### src/rtl/btn_pkg.sv
// Shared types and default timing constants for the push-button conditioner.
package btn_pkg;

    typedef enum logic [1:0] {
        IDLE         = 2'd0,
        PRESS_WAIT   = 2'd1,
        HELD         = 2'd2,
        RELEASE_WAIT = 2'd3
    } btn_state_t;

    localparam int BTN_DEBOUNCE_DEF = 1_000_000;   // 10 ms at 100 MHz
    localparam int BTN_LONG_DEF     = 100_000_000; // 1 s
    localparam int BTN_REPEAT_DEF   = 20_000_000;  // 200 ms

    // Counter width for a count range of 0..n-1, never narrower than one bit.
    function automatic int cnt_width(input int n);
        return (n > 1) ? $clog2(n) : 1;
    endfunction

endpackage

### src/rtl/btn_sync.sv
// Two-flop synchroniser for an asynchronous board input; both stages reset to 0.
module btn_sync (
    input  logic clk,
    input  logic rst,
    input  logic d,
    output logic q
);

    logic s1;

    always_ff @(posedge clk or posedge rst) begin
        if (rst) begin
            s1 <= 1'b0;
            q  <= 1'b0;
        end else begin
            s1 <= d;
            q  <= s1;
        end
    end

endmodule

### src/rtl/btn_debounce_ctrl.sv
// Debounce FSM for one push-button: clean level plus press/release/long strobes.
// Optional auto-repeat strobe is built only when BTN_REPEAT_EN is defined.
module btn_debounce_ctrl
    import btn_pkg::*;
#(
    parameter int DEBOUNCE_CYCLES = BTN_DEBOUNCE_DEF,
    parameter int LONG_CYCLES     = BTN_LONG_DEF,
    parameter int REPEAT_CYCLES   = BTN_REPEAT_DEF
) (
    input  logic clk,
    input  logic rst,
    input  logic btn_raw,
    output logic btn_level,
    output logic press_pulse,
    output logic release_pulse,
    output logic long_pulse,
    output logic repeat_pulse
);

    localparam int DW = cnt_width(DEBOUNCE_CYCLES);
    localparam int HW = cnt_width(LONG_CYCLES);
    localparam logic [DW-1:0] DEB_MAX  = DW'(DEBOUNCE_CYCLES - 1);
    localparam logic [HW-1:0] HOLD_MAX = HW'(LONG_CYCLES - 1);
    localparam logic [HW-1:0] HOLD_PRE = HW'(LONG_CYCLES - 2);

    logic btn_s;

    btn_sync u_sync (
        .clk (clk),
        .rst (rst),
        .d   (btn_raw),
        .q   (btn_s)
    );

    btn_state_t    state, state_nx;
    logic [DW-1:0] deb_cnt, deb_nx;
    logic [HW-1:0] hold_cnt, hold_nx;
    logic          long_fired, fired_nx;
    logic          level_nx, press_nx, release_nx, long_nx;

    always_ff @(posedge clk or posedge rst) begin
        if (rst) begin
            state         <= IDLE;
            deb_cnt       <= '0;
            hold_cnt      <= '0;
            long_fired    <= 1'b0;
            btn_level     <= 1'b0;
            press_pulse   <= 1'b0;
            release_pulse <= 1'b0;
            long_pulse    <= 1'b0;
        end else begin
            state         <= state_nx;
            deb_cnt       <= deb_nx;
            hold_cnt      <= hold_nx;
            long_fired    <= fired_nx;
            btn_level     <= level_nx;
            press_pulse   <= press_nx;
            release_pulse <= release_nx;
            long_pulse    <= long_nx;
        end
    end

    always_comb begin
        state_nx   = state;
        deb_nx     = deb_cnt;
        hold_nx    = hold_cnt;
        fired_nx   = long_fired;
        level_nx   = btn_level;
        press_nx   = 1'b0;
        release_nx = 1'b0;
        long_nx    = 1'b0;

        case (state)
            IDLE: begin
                fired_nx = 1'b0;
                if (btn_s) begin
                    state_nx = PRESS_WAIT;
                    deb_nx   = '0;
                end
            end
            PRESS_WAIT: begin
                if (!btn_s) begin
                    state_nx = IDLE;
                end else if (deb_cnt == DEB_MAX) begin
                    state_nx = HELD;
                    press_nx = 1'b1;
                    level_nx = 1'b1;
                    hold_nx  = '0;
                end else begin
                    deb_nx = deb_cnt + 1'b1;
                end
            end
            HELD: begin
                if (!btn_s) begin
                    state_nx = RELEASE_WAIT;
                    deb_nx   = '0;
                end
            end
            RELEASE_WAIT: begin
                if (btn_s) begin
                    state_nx = HELD;
                end else if (deb_cnt == DEB_MAX) begin
                    state_nx   = IDLE;
                    release_nx = 1'b1;
                    level_nx   = 1'b0;
                    fired_nx   = 1'b0;
                end else begin
                    deb_nx = deb_cnt + 1'b1;
                end
            end
            default: state_nx = IDLE;
        endcase

        // Hold time keeps running through release bounces; a release on the
        // same edge as the long threshold suppresses the long strobe.
        if (state == HELD || state == RELEASE_WAIT) begin
            if (hold_cnt != HOLD_MAX)
                hold_nx = hold_cnt + 1'b1;
            if (hold_cnt == HOLD_PRE && !long_fired && !release_nx) begin
                long_nx  = 1'b1;
                fired_nx = 1'b1;
            end
        end
    end

`ifdef BTN_REPEAT_EN
    localparam int RW = cnt_width(REPEAT_CYCLES);
    localparam logic [RW-1:0] REP_MAX = RW'(REPEAT_CYCLES - 1);

    logic [RW-1:0] rep_cnt, rep_nx;
    logic          rep_pulse_nx;
    logic          repeat_q;

    always_ff @(posedge clk or posedge rst) begin
        if (rst) begin
            rep_cnt  <= '0;
            repeat_q <= 1'b0;
        end else begin
            rep_cnt  <= rep_nx;
            repeat_q <= rep_pulse_nx;
        end
    end

    // The first repeat coincides with the long strobe; later ones only
    // advance while the button is solidly held.
    always_comb begin
        rep_nx       = rep_cnt;
        rep_pulse_nx = 1'b0;
        if (long_nx) begin
            rep_nx       = '0;
            rep_pulse_nx = 1'b1;
        end else if (state == IDLE) begin
            rep_nx = '0;
        end else if (state == HELD && long_fired) begin
            if (rep_cnt == REP_MAX) begin
                rep_nx       = '0;
                rep_pulse_nx = 1'b1;
            end else begin
                rep_nx = rep_cnt + 1'b1;
            end
        end
    end

    assign repeat_pulse = repeat_q;
`else
    logic unused_repeat;
    assign unused_repeat = ^REPEAT_CYCLES;
    assign repeat_pulse  = 1'b0;
`endif

endmodule

### config.mk
export PLATFORM = sky130hd
export DESIGN_NAME = btn_debounce_ctrl
export DESIGN_NICKNAME = d
export VERILOG_FILES = /design/src/rtl/btn_pkg.sv /design/src/rtl/btn_sync.sv /design/src/rtl/btn_debounce_ctrl.sv
export SDC_FILE = /design/constraint.sdc
export NUM_CORES = 1
export LEC_CHECK = 0
export BUFFER_PORTS_ARGS = -buffer_cell sky130_fd_sc_hd__buf_2
export CORE_UTILIZATION = 50
export CTS_CLUSTER_SIZE = 24
export DETAILED_ROUTE_END_ITERATION = 8
export PLACE_DENSITY = 0.69
export SLEW_MARGIN = 20
export SYNTH_ARGS = -nofsm -noshare
export SYNTH_HDL_FRONTEND = slang
export SYNTH_SLANG_ARGS = --single-unit
### constraint.sdc
create_clock -name clk -period 2.3 [get_ports clk]
set_input_delay 0.345 -clock clk [delete_from_list [all_inputs] [get_ports clk]]
set_output_delay 0.345 -clock clk [all_outputs]
set_load 0.01 [all_outputs]
==> results of run 1 <==
## cells by family (layout without fill, tap and decap cells)
logic type | after synthesis | in the layout | share of synthesized area
buffers and inverters | 23 | 54 | 0.0364
and+or+nand+nor | 151 | 151 | 0.279
AOI/OAI and AO/OA | 83 | 83 | 0.170
other | 1 | 1 | 0.00119
muxes | 3 | 3 | 0.00950
DFF | 56 | 56 | 0.443
adders and majority gates | 7 | 7 | 0.0277
xor gates and xnor gates | 12 | 12 | 0.0333
## state kept, by name (all words and copies together) (netlist names), named ones only
register	count
hold_cnt	27
deb_cnt	20
btn_level	1
long_fired	1
long_pulse	1
press_pulse	1
release_pulse	1
state	1
u_sync.q	1
u_sync.s1	1
## worst max-delay path, stage by stage (launching register included)
cell     delay [ns]
dfrtp_1        0.43
ha_2           0.23
nand4_2        0.15
nor4_4         0.43
buf_4          0.21
a21oi_1        0.06
o32a_1         0.31
a211o_1        0.30
## area by class of cell
type | instances | area share
well taps | 75 | 0.0266
clock inverters | 3 | 0.00674
multi-input cells | 257 | 0.468
inverters | 11 | 0.0117
clock buffers | 5 | 0.0195
repair buffers | 35 | 0.0703
flip-flops and latches | 56 | 0.397
## through the flow
stage	setup slack [ns]	hold WS (ns)	cells
6_report	0.0825	0.134	442
3_5_place_dp	0.0250	0.340	433
4_1_cts	0.0434	0.126	441
3_3_place_gp	0.126	0.341	433
2_1_floorplan	0.105	0.331	336
5_1_grt	0.00563	0.119	442
## layout by cell type, fill, tap and decap left out, types with 8 or more instances in the layout
cell type and instances:
nor3_1 10, or4_1 8, a21oi_1 11, o211ai_1 15, nand4_1 8, nand3_1 21
dfrtp_1 56, nand2_1 27, o21ai_0 19, nor2_1 31, inv_1 10, o21ai_1 11
xnor2_1 10, buf_4 29
## power by group through the flow
stage	sequential [mW]	combinational, mW	clock (mW)
final	1.19	1.15	0.547
after global routing	1.20	1.27	0.595
after CTS	1.18	1.15	0.564
after detailed placement	1.20	1.15	0
after global placement	1.20	1.14	0
after floorplan	1.18	0.807	0
## routing by layer
layer,global-route usage,vias to the layer above
met5,0,-
met4,0.0518,0
met3,0.0300,4
met2,0.323,42
met1,0.334,1223
li1,-,1317
## worst max-delay path by stage
stage | from | endpoint | slack [ns] | cells past startpoint
after floorplan | state[0] | deb_cnt[19] | 0.11 | 9
after detailed placement | state[0] | deb_cnt[15] | 0.02 | 7
after global routing | state[0] | deb_cnt[15] | 0.006 | 7
after global placement | state[0] | deb_cnt[7] | 0.13 | 7
after CTS | state[0] | deb_cnt[15] | 0.04 | 7
final | deb_cnt[0] | flop | 0.08 | 7
## repair_timing
| action | 4_1_cts | 5_1_grt |
|---|---|---|
| buffers inserted | 0 | 1 |
| resized for setup | 1 | 2 |
| setup endpoints to repair | 1 | 6 |
| hold buffers | 0 | 0 |
==> out/qor.txt, run 1 <==
Max VDD drop = 0.544 mV
via density per instance = 5.85
HP Start = btn_raw
Hold EP = u_sync.s1
HPWL Detailed = 4860 um
Hold Vio Cnt, Final = 0
Power Density = 817 nW/um^2
leakage = 1.56 nW
Detail Route met3 WL = 245 um
top-count cell post-synth = dfrtp_1
ANT cells = 0
WP data required = 2.50 ns
type of origin of the critical path = flop
Post-synth EDFFs = 0
flop and latch count out of synthesis = 56
CTS tree = done
worst r2r src = deb_cnt[0]
CTS sink count = 56
Rows = 28
core area = 6030 sq um
largest net degree at the start of global routing = 57
Worst setup EP type = flop
Yosys top cell area share = 0.443
Power Total = 2.88 mW
die area = 6640 sq um
DR vias = 2586
register area share after synthesis = 0.443
Logic pwr share = 0.398
Clock Path Buffers = 2
Layout Skew = 0.0112 ns
Die Y-Extent = 81.5 um
cell internal pwr = 1.76 mW
CTS Buf Count = 5
GRT Resource Usage Total = 0.218
register share of total power = 0.412
Congestion Overflow GR = 0
fin crit share = 0.964
syn_nets = 346
top cell type by total area after synthesis = dfrtp_1
RSZ-0062 raised after global routing = false
Max Clock Freq = 0.451 GHz
Worst Hold Class = primary input to flop
Worst Setup Path Type = flop to flop
Synth warnings = 0
register area = 1400 sq um
Psw = 1.11 mW
Final Max Tran Viols = 0
Root Buffer Master = clkbuf_8
Slew @ Worst Pin = 0.675 ns
gpl congestion = 0.851
Max-Cap Viols = 0
Area growth syn-to-layout = 11.6%
Final min period = 2.22 ns
vias in the first global route = 2292
Hold Path Depth = 1
Crit Path Max Fanout = 6
CP arrival = 2.42 ns
Die W = 81.5 um
Sw Ratio = 0.387
Slew headroom = 0.550
1st-iter DRT viols = 142
met2 WL post-DR = 2940 um
WL/cell = 15.1 um
wl on met1 = 3450 um
nets = 376
Placement Cell Area = 3420 sq um
Synth area leaders = dfrtp_1, nor2_1, o211ai_1, nand3_1, nand2_1
share of layout cells above drive strength 1 = 0.166
cells after synthesis = 336
Worst-path clk slew = 0.10 ns
Clock Latency Late Sink = 0.31 ns
setup_tns = 0 ns
post-synthesis cell type count = 59
final WL = 6670 um
input/output buffers = 6
R2R cell count = 7
status = finished, final reports clean
Syn Area/Cell = 9.41 sq um
Synth async-reset ratio = 1.00
initial antenna violation count = 0
H-tree lvl count = 2
ys flop type = dfrtp_1
Multi-input gate area = 1650 sq um
fillers = 547
antenna-violating nets left = 0
Final setup viols = 0
DR pass1 iterations = 4
flop-to-flop setup slack = 0.08 ns
Synth top cells by count = dfrtp_1, nor2_1, nand2_1, nand3_1, o21ai_0
post-layout instance area = 3530 sq um
Highest Signal Layer = met4
io pins = 8
Post-Syn Area = 3160 sq um
Layout Utilization = 0.585
Clk pwr share = 0.190
Initial Util = 0.525
DRC viols = 0
first-pass GRT wire length = 11000 um
No activity file was read; power rests on OpenSTA's default activity.
==> run 2: changes to the inputs <==
- PLACE_DENSITY: 0.69 -> 0.72
==> run 2 against run 1 <==
Combinational power shrank 4%. Utilization is 0.79 points higher. Sequential power hardly changed. Via count rose by 2.7%. Sequential share of layout area is 0.53 points lower. Hold slack worse by 0.0014 ns.
==> out/qor.txt, run 2 (synthesis results as in run 1) <==
status = finished, final reports clean (unchanged)
setup_tns = 0 ns (unchanged)
Initial Util = 0.525 (unchanged)
biggest regs = hold_cnt x27, deb_cnt x20 (unchanged)
leakage = 1.59 nW (was 1.56 nW)
Congestion Overflow GR = 0 (unchanged)
share of layout cells above drive strength 1 = 0.171 (was 0.166)
Clock Path Buffers = 2 (unchanged)
Hold-fix buffers, CTS = 0 (unchanged)
antenna-violating nets left = 0 (unchanged)
ANT cells = 0 (unchanged)
DR vias = 2655 (was 2586)
gpl congestion = 0.865 (was 0.851)
1st-iter DRT viols = 148 (was 142)
Root Buffer Master = clkbuf_8 (unchanged)
commonest non-fill, non-tap cell in the layout = dfrtp_1 (unchanged)
hold_ws = 0.132 ns (was 0.134 ns)
Max-Cap Viols = 0 (unchanged)
Max Clock Freq = 0.456 GHz (was 0.451 GHz)
worst r2r src = deb_cnt[0] (unchanged)
Worst Hold Class = primary input to flop (unchanged)
Hold EP = u_sync.s1 (unchanged)
Hold Vio Cnt, Final = 0 (unchanged)
type of origin of the critical path = flop (unchanged)
flop-to-flop setup slack = 0.11 ns (was 0.08 ns)
largest net degree at the start of global routing = 57 (unchanged)
Die W = 81.5 um (unchanged)
via density per instance = 5.99 (was 5.85)
CP arrival = 2.40 ns (was 2.42 ns)
dpl ws = 0.0836 ns (was 0.0250 ns)
Most flops, register = hold_cnt (unchanged)
input/output buffers = 6 (unchanged)
nets = 377 (was 376)
Final Max Tran Viols = 0 (unchanged)
DR pass1 iterations = 4 (unchanged)
final worst slack = 0.106 ns (was 0.0825 ns)
Slew @ Worst Pin = 0.670 ns (was 0.675 ns)
Slew headroom = 0.553 (was 0.550)
core area = 6030 sq um (unchanged)
Max VDD drop = 0.621 mV (was 0.544 mV)
final WL = 6810 um (was 6670 um)
Die Y-Extent = 81.5 um (unchanged)
GRT Resource Usage Total = 0.228 (was 0.218)
Crit Path Max Fanout = 5 (was 6)
io pins = 8 (unchanged)
HPWL Detailed = 4840 um (was 4860 um)
Layout Skew = 0.00989 ns (was 0.0112 ns)
max reg flops = 27 (unchanged)
WL/cell = 15.4 um (was 15.1 um)
Final min period = 2.19 ns (was 2.22 ns)
Area growth syn-to-layout = 13.1% (was 11.6%)
fin crit share = 0.954 (was 0.964)
Clock Latency Late Sink = 0.31 ns (about the same)
RSZ-0062 raised after global routing = false (unchanged)
DRC viols = 0 (unchanged)
Power Density = 834 nW/um^2 (was 817 nW/um^2)
initial antenna violation count = 0 (unchanged)
CTS tree = done (unchanged)
most frequent cells in the layout = dfrtp_1, nor2_1, buf_4 (unchanged)
Worst Setup Path Type = flop to flop (unchanged)
Final setup viols = 0 (unchanged)
Worst-path clk slew = 0.09 ns (was 0.10 ns)
H-tree lvl count = 2 (unchanged)
Layout Utilization = 0.593 (was 0.585)
first-pass GRT wire length = 11600 um (was 11000 um)
WP data required = 2.51 ns (was 2.50 ns)
vias in the first global route = 2401 (was 2292)
Worst setup EP type = flop (unchanged)
Rows = 28 (unchanged)
CTS sink count = 56 (unchanged)
die area = 6640 sq um (unchanged)
Hold Path Depth = 1 (unchanged)
CTS Buf Count = 5 (unchanged)
R2R cell count = 7 (unchanged)
Power Total = 2.98 mW (was 2.88 mW)
HP Start = btn_raw (unchanged)
[run 2: cell count changes in the layout (fill, tap and decap cells not counted), sizes merged]
cell and delta:
clkbuf +2, clkinv -1, buf +1, clkinvlp -2
bufinv +1
[run 2: worst max-delay path: stages, from the launching register on]
cell and delay, ns:
dfrtp_1 0.42, ha_2 0.23, nand4_2 0.15, nor4_4 0.42
buf_4 0.20, a21oi_1 0.06, o32a_1 0.32, a211o_1 0.29
[run 2: how the worst max path moves through the flow]
stage                  end  cells after the start  startpoint  slack [ns]
6_report              flop                      7  deb_cnt[0]        0.11
3_5_place_dp    deb_cnt[7]                      7    state[0]        0.08
5_1_grt               flop                      7  deb_cnt[0]       0.003
4_1_cts        deb_cnt[15]                      7    state[0]        0.04
3_3_place_gp   deb_cnt[15]                      7    state[0]        0.13
2_1_floorplan  deb_cnt[19]                      9    state[0]        0.11
[run 2: report_power, final]
| part | total [mW] | leakage [nW] | internal, mW | switching [mW] |
|---|---|---|---|---|
| Clock | 0.695 | 0.0645 | 0.384 | 0.311 |
| Sequential | 1.18 | 0.764 | 1.07 | 0.111 |
| Combinational | 1.10 | 0.761 | 0.435 | 0.666 |
[run 2: area by class of cell]
| cell class | count | area [sq um] |
|---|---|---|
| clock buffer | 7 | 96.3 |
| clock inverter | 1 | 30.0 |
| fill | 529 | 2450 |
| inverter | 11 | 41.3 |
| multi-input combinational | 257 | 1660 |
| sequential | 56 | 1400 |
| tap | 75 | 93.8 |
| timing repair buffer | 36 | 255 |
[run 2: repair_timing]
item / in CTS / in global routing
buffers inserted: 0 / 3
endpoints found under the setup margin: 0 / 16
resized for setup: 0 / 4
[run 2: routing by layer]
| layer | GRT usage | wire, um | vias to the layer above |
|---|---|---|---|
| li1 | - | - | 1320 |
| met4 | 0.0482 | 61 | 0 |
| met1 | 0.335 | 3360 | 1278 |
| met3 | 0.0544 | 322 | 6 |
| met2 | 0.339 | 3070 | 51 |
| met5 | 0 | 0 | - |
[run 2: per-stage QoR]
step                      area (sq um)  cells
final                             3570    443
after global routing              3570    443
after CTS                         3540    440
after floorplan                   3160    336
after global placement            3410    432
after detailed placement          3410    432
